### src/rtl/resp_sig_analyzer.sv
// resp_sig_analyzer: Galois MISR response compactor with golden-signature pass/fail after NUM_VEC samples
module resp_sig_analyzer #(
   parameter int NUM_VEC = 32,
   parameter int RESP_W = 1,
   parameter int SIG_W = 16,
   parameter logic [SIG_W-1:0] POLY = 16'h1021,
   parameter logic [SIG_W-1:0] SEED = '1,
   parameter logic [SIG_W-1:0] GOLDEN = 16'h0000,
   parameter int CNT_W = $clog2(NUM_VEC+1)
) (
   input  logic              clk,
   input  logic              rst_n,
   input  logic              start,
   input  logic              resp_valid,
   input  logic [RESP_W-1:0] resp,
   output logic              busy,
   output logic              done,
   output logic              pass,
   output logic [CNT_W-1:0]  vec_cnt,
   output logic [SIG_W-1:0]  signature
);
   typedef enum logic [1:0] {IDLE, RUN, DONE} state_t;
   state_t state, state_nx;
   logic [SIG_W-1:0] sig_sh, sig_upd, sig_nx;
   logic [CNT_W-1:0] cnt_nx;
   logic pass_nx, accept, last;
   assign sig_sh  = {signature[SIG_W-2:0], 1'b0} ^ (signature[SIG_W-1] ? POLY : '0);
   assign sig_upd = sig_sh ^ SIG_W'(resp);
   assign accept  = (state == RUN) && resp_valid;
   assign last    = accept && (vec_cnt == CNT_W'(NUM_VEC-1));
   assign busy    = state == RUN;
   assign done    = state == DONE;
   always_comb begin
      state_nx = state;
      sig_nx = signature;
      cnt_nx = vec_cnt;
      pass_nx = pass;
      if (start && state != RUN) begin
         state_nx = RUN;
         sig_nx = SEED;
         cnt_nx = '0;
         pass_nx = 1'b0;
      end else if (accept) begin
         state_nx = last ? DONE : RUN;
         sig_nx = sig_upd;
         cnt_nx = vec_cnt + CNT_W'(1);
         pass_nx = last ? (sig_upd == GOLDEN) : pass;
      end
   end
   always_ff @(posedge clk or negedge rst_n) begin
      if (!rst_n) begin
         state <= IDLE;
         signature <= '0;
         vec_cnt <= '0;
         pass <= 1'b0;
      end else begin
         state <= state_nx;
         signature <= sig_nx;
         vec_cnt <= cnt_nx;
         pass <= pass_nx;
      end
   end
endmodule
### config.mk
export PLATFORM = sky130hd
export DESIGN_NAME = resp_sig_analyzer
export DESIGN_NICKNAME = d
export VERILOG_FILES = /design/src/rtl/resp_sig_analyzer.sv
export SDC_FILE = /design/constraint.sdc
export NUM_CORES = 1
export LEC_CHECK = 0
export ABC_AREA = 1
export CAP_MARGIN = 20
export CORE_ASPECT_RATIO = 0.7
export CORE_MARGIN = 4
export CORE_UTILIZATION = 25
export CTS_CLUSTER_DIAMETER = 40
export DETAILED_ROUTE_END_ITERATION = 10
export PLACE_DENSITY = 0.5
export SLEW_MARGIN = 25
export SYNTH_ARGS = -nofsm -noshare
export SYNTH_HDL_FRONTEND = slang
export SYNTH_SLANG_ARGS = --single-unit
### constraint.sdc
create_clock -name clk -period 1.1 [get_ports clk]
set_input_delay 0.22 -clock clk [delete_from_list [all_inputs] [get_ports clk]]
set_output_delay 0.22 -clock clk [all_outputs]
set_load 0.01 [all_outputs]
==> flow_summary.yaml <==
power:
  pwr_density_cell_nw_per_um2: 2356
  ir_drop_uv: 700.5
  power_frac_comb: 0.551
  p_switching_uw: 1814
  p_clk_frac: 0.116
  power_frac_seq: 0.333
  power.leakage_uw: 0.0009983
  switching_share: 0.3881
  power.total_uw: 4675
  p_int_uw: 2861
critical_path:
  cpMostUsedCell: "buf_6"
  path_delay_family: "buffers and inverters"
  worstPathCellList: "inv_2, buf_6, nand3_4, buf_4, buf_6, o211ai_1"
  required_ns: 1.28
  cp.buffers_inverters: 4
  critPathArrivalTime_ns: 1.45
  path_class: "flip-flop to flip-flop"
  critPathMaxStageDelay_ns: 0.41
  crit_path_end_kind: "flip-flop"
  cp_slowest_cell: "dfrtp_1"
  start_kind: "flip-flop"
  worstPathMaxFanout: 7
sta:
  setup_violations: 27
  slew_viol_final: 0
  fin_crit_sh: 1.159
  rsz0062_at_grt: "true"
  finalClockSkew_ns: 0.005255
  fmax_mhz: 784.4
  tightest_slew_ns: 0.2502
  maxSlewHeadroom: 0.8326
  hold_violations: 0
  setup_slack_ns: -0.1748
  min_period_ns: 1.275
  holdWs_ns: 0.3034
  tns_ns: -3.361
floorplanning:
  row_count: 20
  fp.dieArea_um2: 5889
  core_area_um2: 4454
  die_y_um: 65.42
  initial_core_util: 0.2643
  die_width_um: 90.03
  io_pins: 30
flow_run:
  drv_cap: 0
clock_network:
  clkLatencyLatePin_ns: 0.27
  tritoncts: "done"
  cts_sinks: 25
  cts_buffers: 3
  holdBufCountCts: 0
  max-clock-path-buffers: 2
  cts-root-buf: "clkbuf_8"
  cts_max_level: 1
  path_clk_slew_ns: 0.08
route:
  wire_per_inst_um: 12.16
  dr.pass1.iters: 3
  ant_nets: 0
  viasPerCell: 4.241
  drc_errors: 0
  drtIter0Drc: 39
  vias: 1128
  drt-total-wl_mm: 3.234
synthesis:
  yosysSeqAreaShare: 0.5313
  synth_top_area_frac: 0.5313
  synth_area_um2: 1177
  ys_top_cells_by_area: "dfrtp_1 (53%), nand2_1 (9.6%), inv_1 (6.7%)"
  netlist_instances: 137
  ys.warnings.count: 0
  syn_nets: 143
  synth.avg_cell_area_um2: 8.594
  ys_seq_elements: 25
  synth.distinct_cells: 23
  yosysTopAreaCell: "dfrtp_1"
finish:
  areaGrowthSynthToFinish_pct: 68.54
  drive_gt1_frac: 0.5071
  layout_common_cells: "buf_4 (32), buf_2 (25), dfrtp_1 (25), nand2_1 (24), inv_1 (19)"
  utilization: 0.4455
  layout_commonest_cell: "buf_4"
  fin_nets: 218
  antennaDiodeCount: 0
  nFillCells: 450
grt:
  grt_pass1_wl_mm: 5.644
  first_global_vias: 1147
  grt_overflow: 0
  grt_util_all_layers: 0.1183
  grt_start_max_net_pins: 26
  antenna_found_initial: 0
placement:
  dpl.hpwl_mm: 2.274
  place_congestion: 0.8022
  port_buffers: 29
status:
  outcome: "finished, violations left"
  failed_checks: "setup timing"
hold_path:
  hold_class: "primary input to async pin"
[routing by layer]
layer  track usage  part of all wire
met1        0.1618              0.51
met2        0.1860              0.43
met3       0.02975             0.041
met4       0.03435             0.011
met5             0                 0
[power groups by stage]
stage          logic, µW  registers, µW  clock network (µW)
6_report            2580           1550                 544
5_1_grt             2850           1610                 608
4_1_cts             2470           1550                 561
3_5_place_dp        2360           1600                   0
3_3_place_gp        2360           1580                   0
2_1_floorplan        728           1790                   0
[cell usage after synthesis]
cell,number
or2_2,1
buf_6,1
o21ai_0,5
nand3_4,1
nand2_1,30
nor2_1,17
nor2_4,1
inv_2,3
o21ai_2,1
a21oi_1,9
ha_1,1
nand3_2,1
a22oi_1,6
dfrtp_1,25
xnor2_1,1
inv_1,21
nand3_1,4
o211ai_1,4
buf_2,1
o21ai_1,1
a22o_1,1
buf_4,1
o21a_1,1
[worst reg2reg max path: cells and delay by family, from the launching register on]
kind | cells | cell delay (ns)
flip-flops | 1 | 0.41
buffers and inverters | 4 | 0.46
AND/OR/NAND/NOR | 1 | 0.14
AO/OA/AOI/OAI | 1 | 0.18
[logic make-up (layout without fill, tap and decap cells)]
logic type / Yosys count / count (layout) / synth area share
compound gates: 28 / 28 / 0.1488
flops: 25 / 25 / 0.5313
xor+xnor: 1 / 1 / 0.007440
buf+inv: 27 / 101 / 0.09671
simple gates: 55 / 55 / 0.2051
fa+ha+maj: 1 / 1 / 0.01063
[final timing paths]
kind	from	cells past startpoint	end	slack, ns
worst max-delay path	state[1]	6	signature[12]	-0.17
worst min-delay path	rst_n	2	signature[12]	0.30
worst max register to register	state[1]	6	signature[12]	-0.17
worst min register to register	signature[5]	2	signature[5]	0.59
max in group asynchronous	rst_n	2	vec_cnt[3]	0.64
min in group clk	signature[5]	2	signature[5]	0.59
[flip-flops by register name, summed over array words and instances, names as in the netlist]
name	flops
pass	1
signature	16
vec_cnt	6
state	2
[final cells by class]
type / count / area [µm²] / area share
multi-input cells: 85 / 565.5 / 0.2850
inverters: 24 / 105.1 / 0.05296
repair buffers: 73 / 574.3 / 0.2894
well taps: 55 / 68.82 / 0.03468
flip-flops and latches: 25 / 625.6 / 0.3153
clock buffers: 4 / 45.04 / 0.02270
[metrics by stage]
stage | area, µm² | worst slack [ns] | instances
2_1_floorplan | 1180 | -0.005109 | 137
6_report | 1984 | -0.1748 | 266
4_1_cts | 1911 | -0.1813 | 265
3_3_place_gp | 1758 | -0.3136 | 247
3_5_place_dp | 1758 | -0.3803 | 247
5_1_grt | 1984 | -0.2563 | 266
[repair_timing]
| item | CTS | global route |
|---|---|---|
| buffers inserted | 14 | 1 |
| pin swaps | 14 | 7 |
| endpoints found under the setup margin | 50 | 28 |
| gates cloned | 1 | 0 |
| gates resized for setup | 134 | 18 |
Power figures use the tool's default switching activity.
